==> config.mk <==
export PLATFORM = sky130hd
export DESIGN_NAME = misr_param
export DESIGN_NICKNAME = d
export VERILOG_FILES = /design/src/rtl/misr_param.sv
export SDC_FILE = /design/constraint.sdc
export NUM_CORES = 1
export LEC_CHECK = 0
export ABC_AREA = 1
export ABC_CLOCK_PERIOD_IN_PS = 1900
export BUFFER_PORTS_ARGS = -buffer_cell sky130_fd_sc_hd__buf_2
export CORE_MARGIN = 3
export CORE_UTILIZATION = 53
export DETAILED_ROUTE_END_ITERATION = 10
export PLACE_DENSITY = 0.83
export SYNTH_ARGS = -nofsm -noshare
export SYNTH_HDL_FRONTEND = slang
export SYNTH_SLANG_ARGS = --single-unit
==> constraint.sdc <==
create_clock -name CLK -period 1.9 [get_ports CLK]
set_clock_uncertainty 0.05 [all_clocks]
set_input_delay 0.38 -clock CLK [delete_from_list [all_inputs] [get_ports CLK]]
set_output_delay 0.38 -clock CLK [all_outputs]
set_load 0.03 [all_outputs]
==> src/rtl/misr_param.sv <==
// Parametrised multiple-input signature register with pattern counting and
// golden-signature compare, used to compact BIST responses into one word.
module misr_param #(
  parameter int              WIDTH   = 8,
  parameter logic [WIDTH-1:0] POLY   = 8'h1D,
  parameter logic [WIDTH-1:0] SEED   = '0,
  parameter int              COUNT_W = 16
) (
  input  logic               CLK,
  input  logic               RST,
  input  logic               start,
  input  logic [COUNT_W-1:0] n_patterns,
  input  logic [WIDTH-1:0]   e,
  input  logic               e_valid,
  input  logic [WIDTH-1:0]   golden,
  output logic [WIDTH-1:0]   sig,
  output logic               busy,
  output logic               done,
  output logic               pass
);

  typedef enum logic [1:0] {
    ST_IDLE    = 2'd0,
    ST_COMPACT = 2'd1,
    ST_DONE    = 2'd2
  } state_t;

  state_t             state;
  logic [COUNT_W-1:0] cnt;

  // Galois step: shift left, fold the outgoing MSB back through the tap mask,
  // then absorb the response word.
  function automatic logic [WIDTH-1:0] next_sig(input logic [WIDTH-1:0] s,
                                                input logic [WIDTH-1:0] d);
    logic [WIDTH-1:0] fb;
    fb = s[WIDTH-1] ? POLY : '0;
    return {s[WIDTH-2:0], 1'b0} ^ fb ^ d;
  endfunction

  // NOTE: every register in this block is written with <= so all of them
  // update from the pre-edge values, exactly like the hardware flops.
  always_ff @(posedge CLK) begin
    if (RST) begin
      state <= ST_IDLE;
      sig   <= '0;
      cnt   <= '0;
      done  <= 1'b0;
      pass  <= 1'b0;
    end else begin
      // NOTE: done defaults low every cycle so it can only ever be a pulse.
      done <= 1'b0;
      case (state)
        ST_IDLE: begin
          if (start) begin
            sig   <= SEED;
            cnt   <= n_patterns;
            pass  <= 1'b0;
            state <= (n_patterns != '0) ? ST_COMPACT : ST_DONE;
          end
        end
        ST_COMPACT: begin
          // Beats arrive only on e_valid; stalls hold both signature and count.
          if (e_valid) begin
            sig <= next_sig(sig, e);
            cnt <= cnt - 1'b1;
            if (cnt == COUNT_W'(1)) state <= ST_DONE;
          end
        end
        ST_DONE: begin
          done  <= 1'b1;
          pass  <= (sig == golden);
          state <= ST_IDLE;
        end
        default: state <= ST_IDLE;
      endcase
    end
  end

  assign busy = (state != ST_IDLE);

endmodule

=== Word level (Yosys, flattened, before mapping) ===
Index checks and enable logic that the tools add are counted.

* Flip-flop bits (word level): 28
* Bits in latches: 0
* Bits in writable memories: 0
* Memory bits (read-only): 0
* Output and inout port bits: 11
* Logic and storage cells: 38
* Memories: 0

* Add/sub/neg operators: 1
* $mul: 0
* Divide/modulo/power cells: 0
* Magnitude comparators: 0
* Eq/ne operators: 7
* Shifts and indexed selects: 0
* Mux-type cells: 15
* Bitwise gates (word level): 2
* Reduce and logical (&&, ||, !) cells: 8

{| class="wikitable"
|+ Operators by type and width
! cell !! count
|-
| $mux 16 || 2
|-
| $pmux 16 s2 || 1
|-
| $eq 16x1->1 const B || 1
|-
| $mux 8 || 2
|-
| $pmux 8 s2 || 1
|-
| $reduce_bool 16->1 || 1
|-
| $sub 16x1->16 const B || 1
|-
| $eq 8x8->1 || 1
|-
| $mux 2 || 4
|-
| $xor 8x5->8 || 1
|-
| $xor 8x8->8 || 1
|-
| $ne 2x2->1 const B || 3
|-
| $reduce_and 3->1 || 2
|-
| $reduce_bool 2->1 || 3
|-
| $mux 5 || 1
|-
| $pmux 2 s2 || 1
|-
| $eq 2x1->1 const B || 1
|-
| $eq 2x2->1 const B || 1
|-
| $logic_not 2->1 || 1
|-
| $mux 1 || 2
|-
| $pmux 1 s2 || 1
|-
| $reduce_and 2->1 || 1
|}

=== Logic depth before layout (Yosys ltp) ===
Gate-level depths: netlist of the first run.

* Word-level depth: 5
* Gate-level depth with buffers: 9

=== Least setup slack after synthesis of the first run ===
OpenSTA, ideal clock, no wires.

* Path type: flip-flop to flip-flop
* Start: register state[0]
* End: register cnt[7]
* Setup time: 0.115 ns
* Data arrival time: 1.195 ns
* Required time: 1.735 ns
* Setup slack: 0.540 ns
* Cell stages (with the launch flop): 8
* Period minus slack after synthesis: 1.360 ns
* Path through: dfxtp_1 -> nand2_2 -> buf_2 -> inv_1 -> buf_4 -> o21ai_0 -> a21oi_1 -> nor2_1

* Word-level cells in the longest chain between the ends: 3

{| class="wikitable"
|+ Ends and longest elaborated chain
! item !! RTL line !! RTL
|-
| start: declaration || 28 || <nowiki>state_t state;</nowiki>
|-
| start signal: assignment || 58 || <nowiki>state <= (n_patterns != '0) ? ST_COMPACT : ST_DONE;</nowiki>
|-
| $eq 2x1->1 or $logic_not 2->1 (tied branches) || 52 || <nowiki>case (state)</nowiki>
|-
| $ne 2x2->1 (no source line) or $reduce_bool 2->1 (tied branches) || -- ||
|-
| $reduce_and 3->1 (no source line) || -- ||
|-
| end signal: assignment || 56 || <nowiki>cnt <= n_patterns;</nowiki>
|-
| end signal: assignment || 65 || <nowiki>cnt <= cnt - 1'b1;</nowiki>
|-
| end: declaration || 29 || <nowiki>logic [COUNT_W-1:0] cnt;</nowiki>
|}

Parallel ways exist; a longest one is shown, timed or not.
A chain may end at the register's enable or synchronous reset.

=== Worst setup path after layout of the first run ===
* Start: register state[0]
* End: output port busy

* Word-level cells in the longest chain between the ends: 1

{| class="wikitable"
|+ Ends and longest elaborated chain
! item !! RTL line !! RTL
|-
| $reduce_bool 2->1 || 79 || <nowiki>assign busy = (state != ST_IDLE);</nowiki>
|-
| end: declaration || 17 || <nowiki>output logic busy,</nowiki>
|}

Every way passes these cells.

==> parameters.txt, run 1 <==
Parameter                              Value

Finish
  Number of nets at the end of the flow ... 388
  Post-synthesis to final-layout area growth ... 15.2%
  Final Non-Filler Cells ... 393
  Final design area excluding fillers ... 2150 um2
  Number of diodes ... 0
  Fraction of final layout cells sized beyond drive strength 1 ... 0.175
  Fillcell total ... about 340

Yosys
  Number of warnings reported in the yosys synthesis log ... 0
  Mapped Area ... 1870 um2
  Number of enable-type register cells in the synthesized netlist ... 0
  Leading post-synthesis cells by cell area ... dfxtp_1, nand2_1, nor2_1
  Synth top cells by count ... nand2_1, nor2_1, inv_1
  Sequential fraction of the synthesis area ... 0.300
  Dominant synthesized flop cell ... dfxtp_1
  Number of library cell types mapped by synthesis ... 26
  Avg Cell Area, Syn ... 6.10 um2
  Synth top area share ... 0.300
  Cell accounting for the most synthesized area ... dfxtp_1
  Post-Syn Instances ... 306
  FF+latch count, synth ... 28
  Syn_nets ... 344
  Most frequent cell after synthesis ... nand2_1
  Fraction of registers with async set or reset after synthesis ... 0

Setup path
  Critical Path AT ... 1230 ps
  CP max-delay cell ... dfxtp_1
  Peak fanout along the critical path ... 8
  Startpoint class of the critical path ... flop
  Largest incremental delay on the critical path ... a little over 500 ps
  Cell family with the largest share of critical-path delay ... flip-flops
  Kind of capture point of the worst setup path ... output port
  Path type of the worst setup path ... reg -> out
  Data required time at the worst endpoint ... 1470 ps
  Worst Path Buf+Inv ... 2
  Critical path cell sequence ... nor2_1, inv_1, buf_2

Power and ir drop
  Max IR drop VDD ... 0.000399 V
  P per Cell Area ... 776 nW/um2
  Leakage power ... a little over 0.001 uW
  Design Power ... between 1500 and 2000 uW

Floorplan
  Area of the die ... 4270 um2
  Top Ports ... 47
  Die Span Y ... 65.3 um
  Die X-Extent ... 65.3 um
  Placeable core region ... 3200 um2
  Placement row count ... 20
  Initial cell density of the core ... 0.582

Timing
  Final setup violation count ... 0
  Setup TNS ... 0 ps
  Period utilisation layout ... 0.875
  Unrepaired setup endpoints after global routing ... no
  Hold violation total from the final report ... 0
  Post-layout minimum cycle time ... 1660 ps
  Slew at the pin closest to its max-slew limit ... ~500 ps
  Max Freq ... 602 MHz
  Final WS setup ... 238 ps
  Rel. slew slack ... 0.665
  Final max-slew violation count ... 0

Worst hold path
  Class of the worst hold path ... in -> reg

Clock network
  Insertion delay of the later-clocked pin in the worst-skew pair ... 330 ps
  Reg clk slew, reported paths ... 150 ps
  CTS sink cnt ... 28
  Post-CTS Hold Buffers ... 0
  Resized Gates After CTS ... 0
  TritonCTS clock tree ... built
  CTS H-tree lvls ... 1
  Cell chosen for the clock root ... clkbuf_4
  Post-CTS Setup Bufs ... 0
  Number of clock buffers inserted by TritonCTS ... 3
  Buffer depth of the longest clock path ... 2

Placement
  IO buf count ... between 40 and 50
  Post-placement cell area ... 2110 um2
  Post-Place Cells ... 389
  Final weighted congestion of routability-driven global placement ... approximately 0.90
  HPWL after DPL ... 3440 um
  Setup WS pre-CTS ... 300 ps

Flow run
  Max Cap Violations ... 0

Route
  Routed wire length ... 4510 um
  Post-detailed-route DRC marker count ... 0
  Initial DRT Pass Iterations ... 4
  DRC marker count from the first detailed-route iteration ... 116
  Post-DR vias/cell ... 5.15
  Routed via count ... approximately 2000
  WL per Instance ... 11.5 um
  Count of nets left with antenna violations after detail routing ... 0

GRT
  GRT overflow ... 0
  Via count of the first global-routing pass ... 1749
  All-Layer GR Usage ... 0.221
  Wire length of the first global-routing pass ... 7650 um
  Pin count of the biggest net entering global routing ... 27
  Number of antenna violations at the first check in global routing ... 0

Run status
  Status ... completed
where the power goes:
part / switching (uW) / internal, uW / total [uW]
Combinational: 417 / 230 / 647
Sequential: 72.0 / 649 / 721
Clock: 181 / 117 / 298
area by class of cell:
cell class                 count  area (um2)  area share
multi-input combinational    232        1110       0.517
sequential                    28         561       0.261
timing repair buffer          48         245       0.114
inverter                      37         141      0.0658
tap                           44        55.1      0.0256
clock buffer                   4        36.3      0.0169
per-stage QoR:
stage	hold WS [ps]	utilization
floorplan	416	-
finish	240	0.671
detailed placement	435	0.659
CTS	244	0.671
global placement	423	0.659
global route	246	0.671
kinds of logic (layout without fill, tap and decap cells):
logic type,count (synthesis),after routing,synth area share
compound gates,59,59,0.183
xor+xnor,10,10,0.0469
fa+ha+maj,2,2,0.0134
buf+inv,46,89,0.105
flops,28,28,0.300
simple gates,161,161,0.351
flip-flops by register name, indices dropped and copies added (netlist names):
signal / cells
sig: 8
cnt: 16
done: 1
pass: 1
state: 2
per-layer routing:
metal | vias up | routed length, um | GRT usage | part of all wire
met5 | - | 0 | 0 | 0
met4 | 0 | 40 | 0.0492 | 0.0089
met3 | 4 | 307 | 0.0222 | 0.068
met2 | 60 | 2020 | 0.375 | 0.45
met1 | 893 | 2150 | 0.302 | 0.48
li1 | 1067 | - | - | -
layout by cell type (no fill, tap or decap), types with 2 or more instances in the layout:
master    Yosys  final
clkbuf_4      0      3
nor2_1       42     42
inv_1        36     36
ha_1          2      2
a211oi_1      5      5
nand3_1      22     22
nand4_1       5      5
a21oi_2       4      4
xnor2_1       4      4
xor2_1        6      6
a21oi_1      28     28
buf_4         3      2
nand2_1      88     88
or2_2         2      2
buf_2         1     46
dfxtp_1      28     28
o21ai_0      17     17
worst reg2reg max path: cells and delay by family (launching register included):
| family | cells | cell delay, ps |
|---|---|---|
| AOI/OAI and AO/OA | 3 | 320 |
| and+or+nand+nor | 3 | 360 |
| buffers and inverters | 1 | 290 |
| DFF | 1 | 510 |
path summary, 6_finish.rpt:
kind	startpoint	end	slack [ps]	cells after the start
min reg2reg	cnt[8]	cnt[8]	460	2
max	state[0]	busy	240	3
min	n_patterns[1]	cnt[1]	240	3
max reg2reg	state[0]	cnt[4]	280	7
(Power assumes the default switching activity.)
==> inputs of run 2 (changes only) <==
--- a/config.mk
+++ b/config.mk
@@ -6,7 +6,7 @@
 export NUM_CORES = 1
 export LEC_CHECK = 0
 export ABC_AREA = 1
-export ABC_CLOCK_PERIOD_IN_PS = 1900
+export ABC_CLOCK_PERIOD_IN_PS = 1600
 export BUFFER_PORTS_ARGS = -buffer_cell sky130_fd_sc_hd__buf_2
 export CORE_MARGIN = 3
 export CORE_UTILIZATION = 53
==> constraint.sdc (replaced) <==
create_clock -name CLK -period 1.6 [get_ports CLK]
set_clock_uncertainty 0.05 [all_clocks]
set_input_delay 0.32 -clock CLK [delete_from_list [all_inputs] [get_ports CLK]]
set_output_delay 0.32 -clock CLK [all_outputs]
set_load 0.03 [all_outputs]
==> run 2 against run 1 <==
  * Cell area rose by 2.5%
  * Hold slack got worse by 65 ps
  * Register-to-register slack worse by 140 ps
==> parameters.txt, run 2 (same netlist as run 1, synthesis figures left out) <==
Parameter                              Value

Run status
  Status ... completed (unchanged)

Worst hold path
  Class of the worst hold path ... in -> reg (unchanged)
  Hold Crit Endpoint ... cnt[1] (unchanged)
  Start point of the worst hold path ... n_patterns[1] (unchanged)
  Number of cells on the worst hold path ... 3 (unchanged)

Timing
  Unrepaired setup endpoints after global routing ... yes (was no)
  Period utilisation layout ... 0.963
  Max Freq ... around 650 MHz
  Final setup violation count ... 0 (unchanged)
  Final max-slew violation count ... 0 (unchanged)
  Slew at the pin closest to its max-slew limit ... 395 ps (was 502 ps)
  Hold violation total from the final report ... 0 (unchanged)
  Post-layout minimum cycle time ... 1540 ps
  Rel. slew slack ... 0.736 (was 0.665)

Power and ir drop
  Leakage power ... 0.00106 uW (was 0.00103 uW)
  Max IR drop VDD ... 0.000524 V (was 0.000399 V)
  P per Cell Area ... 918 nW/um2 (was 776 nW/um2)
  Design Power ... 2020 uW (was 1670 uW)

Placement
  Post-Place Cells ... 396 (was 389)
  Post-placement cell area ... 2160 um2 (was 2110 um2)
  IO buf count ... 46 (unchanged)
  HPWL after DPL ... 3420 um (was 3440 um)
  Final weighted congestion of routability-driven global placement ... 0.909 (was 0.901)

Floorplan
  Placeable core region ... 3200 um2 (unchanged)
  Die X-Extent ... 65.3 um (unchanged)
  Initial cell density of the core ... 0.582 (unchanged)
  Top Ports ... 47 (unchanged)
  Die Span Y ... 65.3 um (unchanged)
  Placement row count ... 20 (unchanged)
  Area of the die ... 4270 um2 (unchanged)

Clock network
  Cell chosen for the clock root ... clkbuf_4 (unchanged)
  Post-CTS Hold Buffers ... 0 (unchanged)
  Post-CTS Setup Bufs ... 0 (unchanged)
  Reg clk slew, reported paths ... 150 ps (about the same)
  Number of clock buffers inserted by TritonCTS ... 3 (unchanged)
  Buffer depth of the longest clock path ... 2 (unchanged)
  TritonCTS clock tree ... built (unchanged)
  CTS sink cnt ... 28 (unchanged)
  Insertion delay of the later-clocked pin in the worst-skew pair ... 340 ps (was 330 ps)
  CTS H-tree lvls ... 1 (unchanged)

Finish
  Final Non-Filler Cells ... 400 (was 393)
  Fillcell total ... 331 (was 338)
  Most used cells in the layout excluding fill and tap cells ... nand2_1, buf_2, nor2_1 (unchanged)
  Footprint of the multi-input gates ... 1110 um2 (unchanged)
  Max FFs per register ... 16 (unchanged)
  Post-synthesis to final-layout area growth ... 18.0% (was 15.2%)
  Most common cell after layout, fill and taps aside ... nand2_1 (unchanged)
  Fraction of final layout cells sized beyond drive strength 1 ... 0.194 (was 0.175)
  Largest registers ranked by flip-flop count ... cnt x16, sig x8, state x2 (unchanged)
  Register area ... 562 um2 (was 561 um2)
  Number of nets at the end of the flow ... 395 (was 388)
  Reg with most FFs ... cnt (unchanged)
  Final design area excluding fillers ... 2200 um2 (was 2150 um2)
  Number of diodes ... 0 (unchanged)

Route
  Initial DRT Pass Iterations ... 4 (unchanged)
  Routed wire length ... 4480 um (was 4510 um)
  Count of nets left with antenna violations after detail routing ... 0 (unchanged)
  Routed via count ... 2042 (was 2024)
  Post-detailed-route DRC marker count ... 0 (unchanged)
  WL per Instance ... 11.2 um (was 11.5 um)
  DRC marker count from the first detailed-route iteration ... 105 (was 116)
  Post-DR vias/cell ... 5.11 (was 5.15)

GRT
  GRT overflow ... 0 (unchanged)
  All-Layer GR Usage ... 0.224 (was 0.221)
  Wire length of the first global-routing pass ... 7790 um (was 7650 um)
  Pin count of the biggest net entering global routing ... 27 (unchanged)
  Number of antenna violations at the first check in global routing ... 0 (unchanged)
  Via count of the first global-routing pass ... 1827 (was 1749)

Setup path
  Peak fanout along the critical path ... 8 (unchanged)
  Cell family with the largest share of critical-path delay ... flip-flops (unchanged)
  Largest incremental delay on the critical path ... 400 ps (was 510 ps)
  Worst Path Buf+Inv ... 2 (unchanged)
  Critical path cell sequence ... nor2_1, inv_1, buf_2 (unchanged)
  Kind of capture point of the worst setup path ... output port (unchanged)
  FF-to-FF Start ... cnt[0] (was state[0])
  CP max-delay cell ... dfxtp_2 (was dfxtp_1)
  Path type of the worst setup path ... reg -> out (unchanged)
  Startpoint class of the critical path ... flop (unchanged)
  Data required time at the worst endpoint ... 1230 ps (was 1470 ps)
  Worst-case reg-to-reg path depth ... 8 (was 7)
  Worst R2R Setup Slack ... 140 ps (was 280 ps)
  Critical Path AT ... 1170 ps (was 1230 ps)
  Endpoint of the worst-slack reg-to-reg timing path ... cnt[4] (unchanged)

Flow run
  Max Cap Violations ... 0 (unchanged)
==> run 2: layout make-up <==
class | instances | area share
multi-input cells | 232 | 0.504
flip-flops and latches | 28 | 0.255
repair buffers | 55 | 0.135
inverters | 37 | 0.0642
well taps | 44 | 0.0250
clock buffers | 4 | 0.0165
==> run 2: tightest hold or removal path: stages <==
cell and delay, ps:
buf_2 90, a211oi_1 60, nor2_1 70
==> run 2: how the worst max path moves through the flow <==
stage / cells after the start / startpoint / slack (ps) / endpoint
2_1_floorplan: 7 / state[0] / 240 / cnt[7]
3_3_place_gp: 7 / state[0] / 140 / cnt[2]
3_5_place_dp: 6 / state[0] / 100 / cnt[12]
4_1_cts: 3 / state[0] / 60 / busy
5_1_grt: 9 / cnt[0] / -40 / cnt[14]
6_report: 3 / state[0] / 60 / busy
==> run 2: metal layers <==
layer / vias to the layer above / track usage / routed length, um
li1: 1083 / - / -
met5: - / 0 / 0
met3: 7 / 0.0154 / 338
met1: 883 / 0.309 / 2090
met4: 0 / 0.0699 / 63
met2: 69 / 0.370 / 1990
==> run 2: timing repair <==
action                                  CTS  global route
gates resized for setup                   1             0
pin swaps                                 0             0
endpoints found under the setup margin    1             4
==> run 2: where the power goes <==
part / internal (uW) / switching, uW / total, uW
registers: 772 / 84.1 / 856
clock network: 140 / 216 / 356
logic: 307 / 504 / 811
==> run 2: stage by stage <==
stage                     setup TNS, ps  setup slack (ps)   util  hold WS, ps
after global placement                0               136  0.676          423
final                                 0              59.1  0.688          175
after floorplan                       0               240      -          413
after global routing               -129             -44.3  0.688          197
after detailed placement              0               105  0.676          429
after CTS                             0              59.2  0.688          166
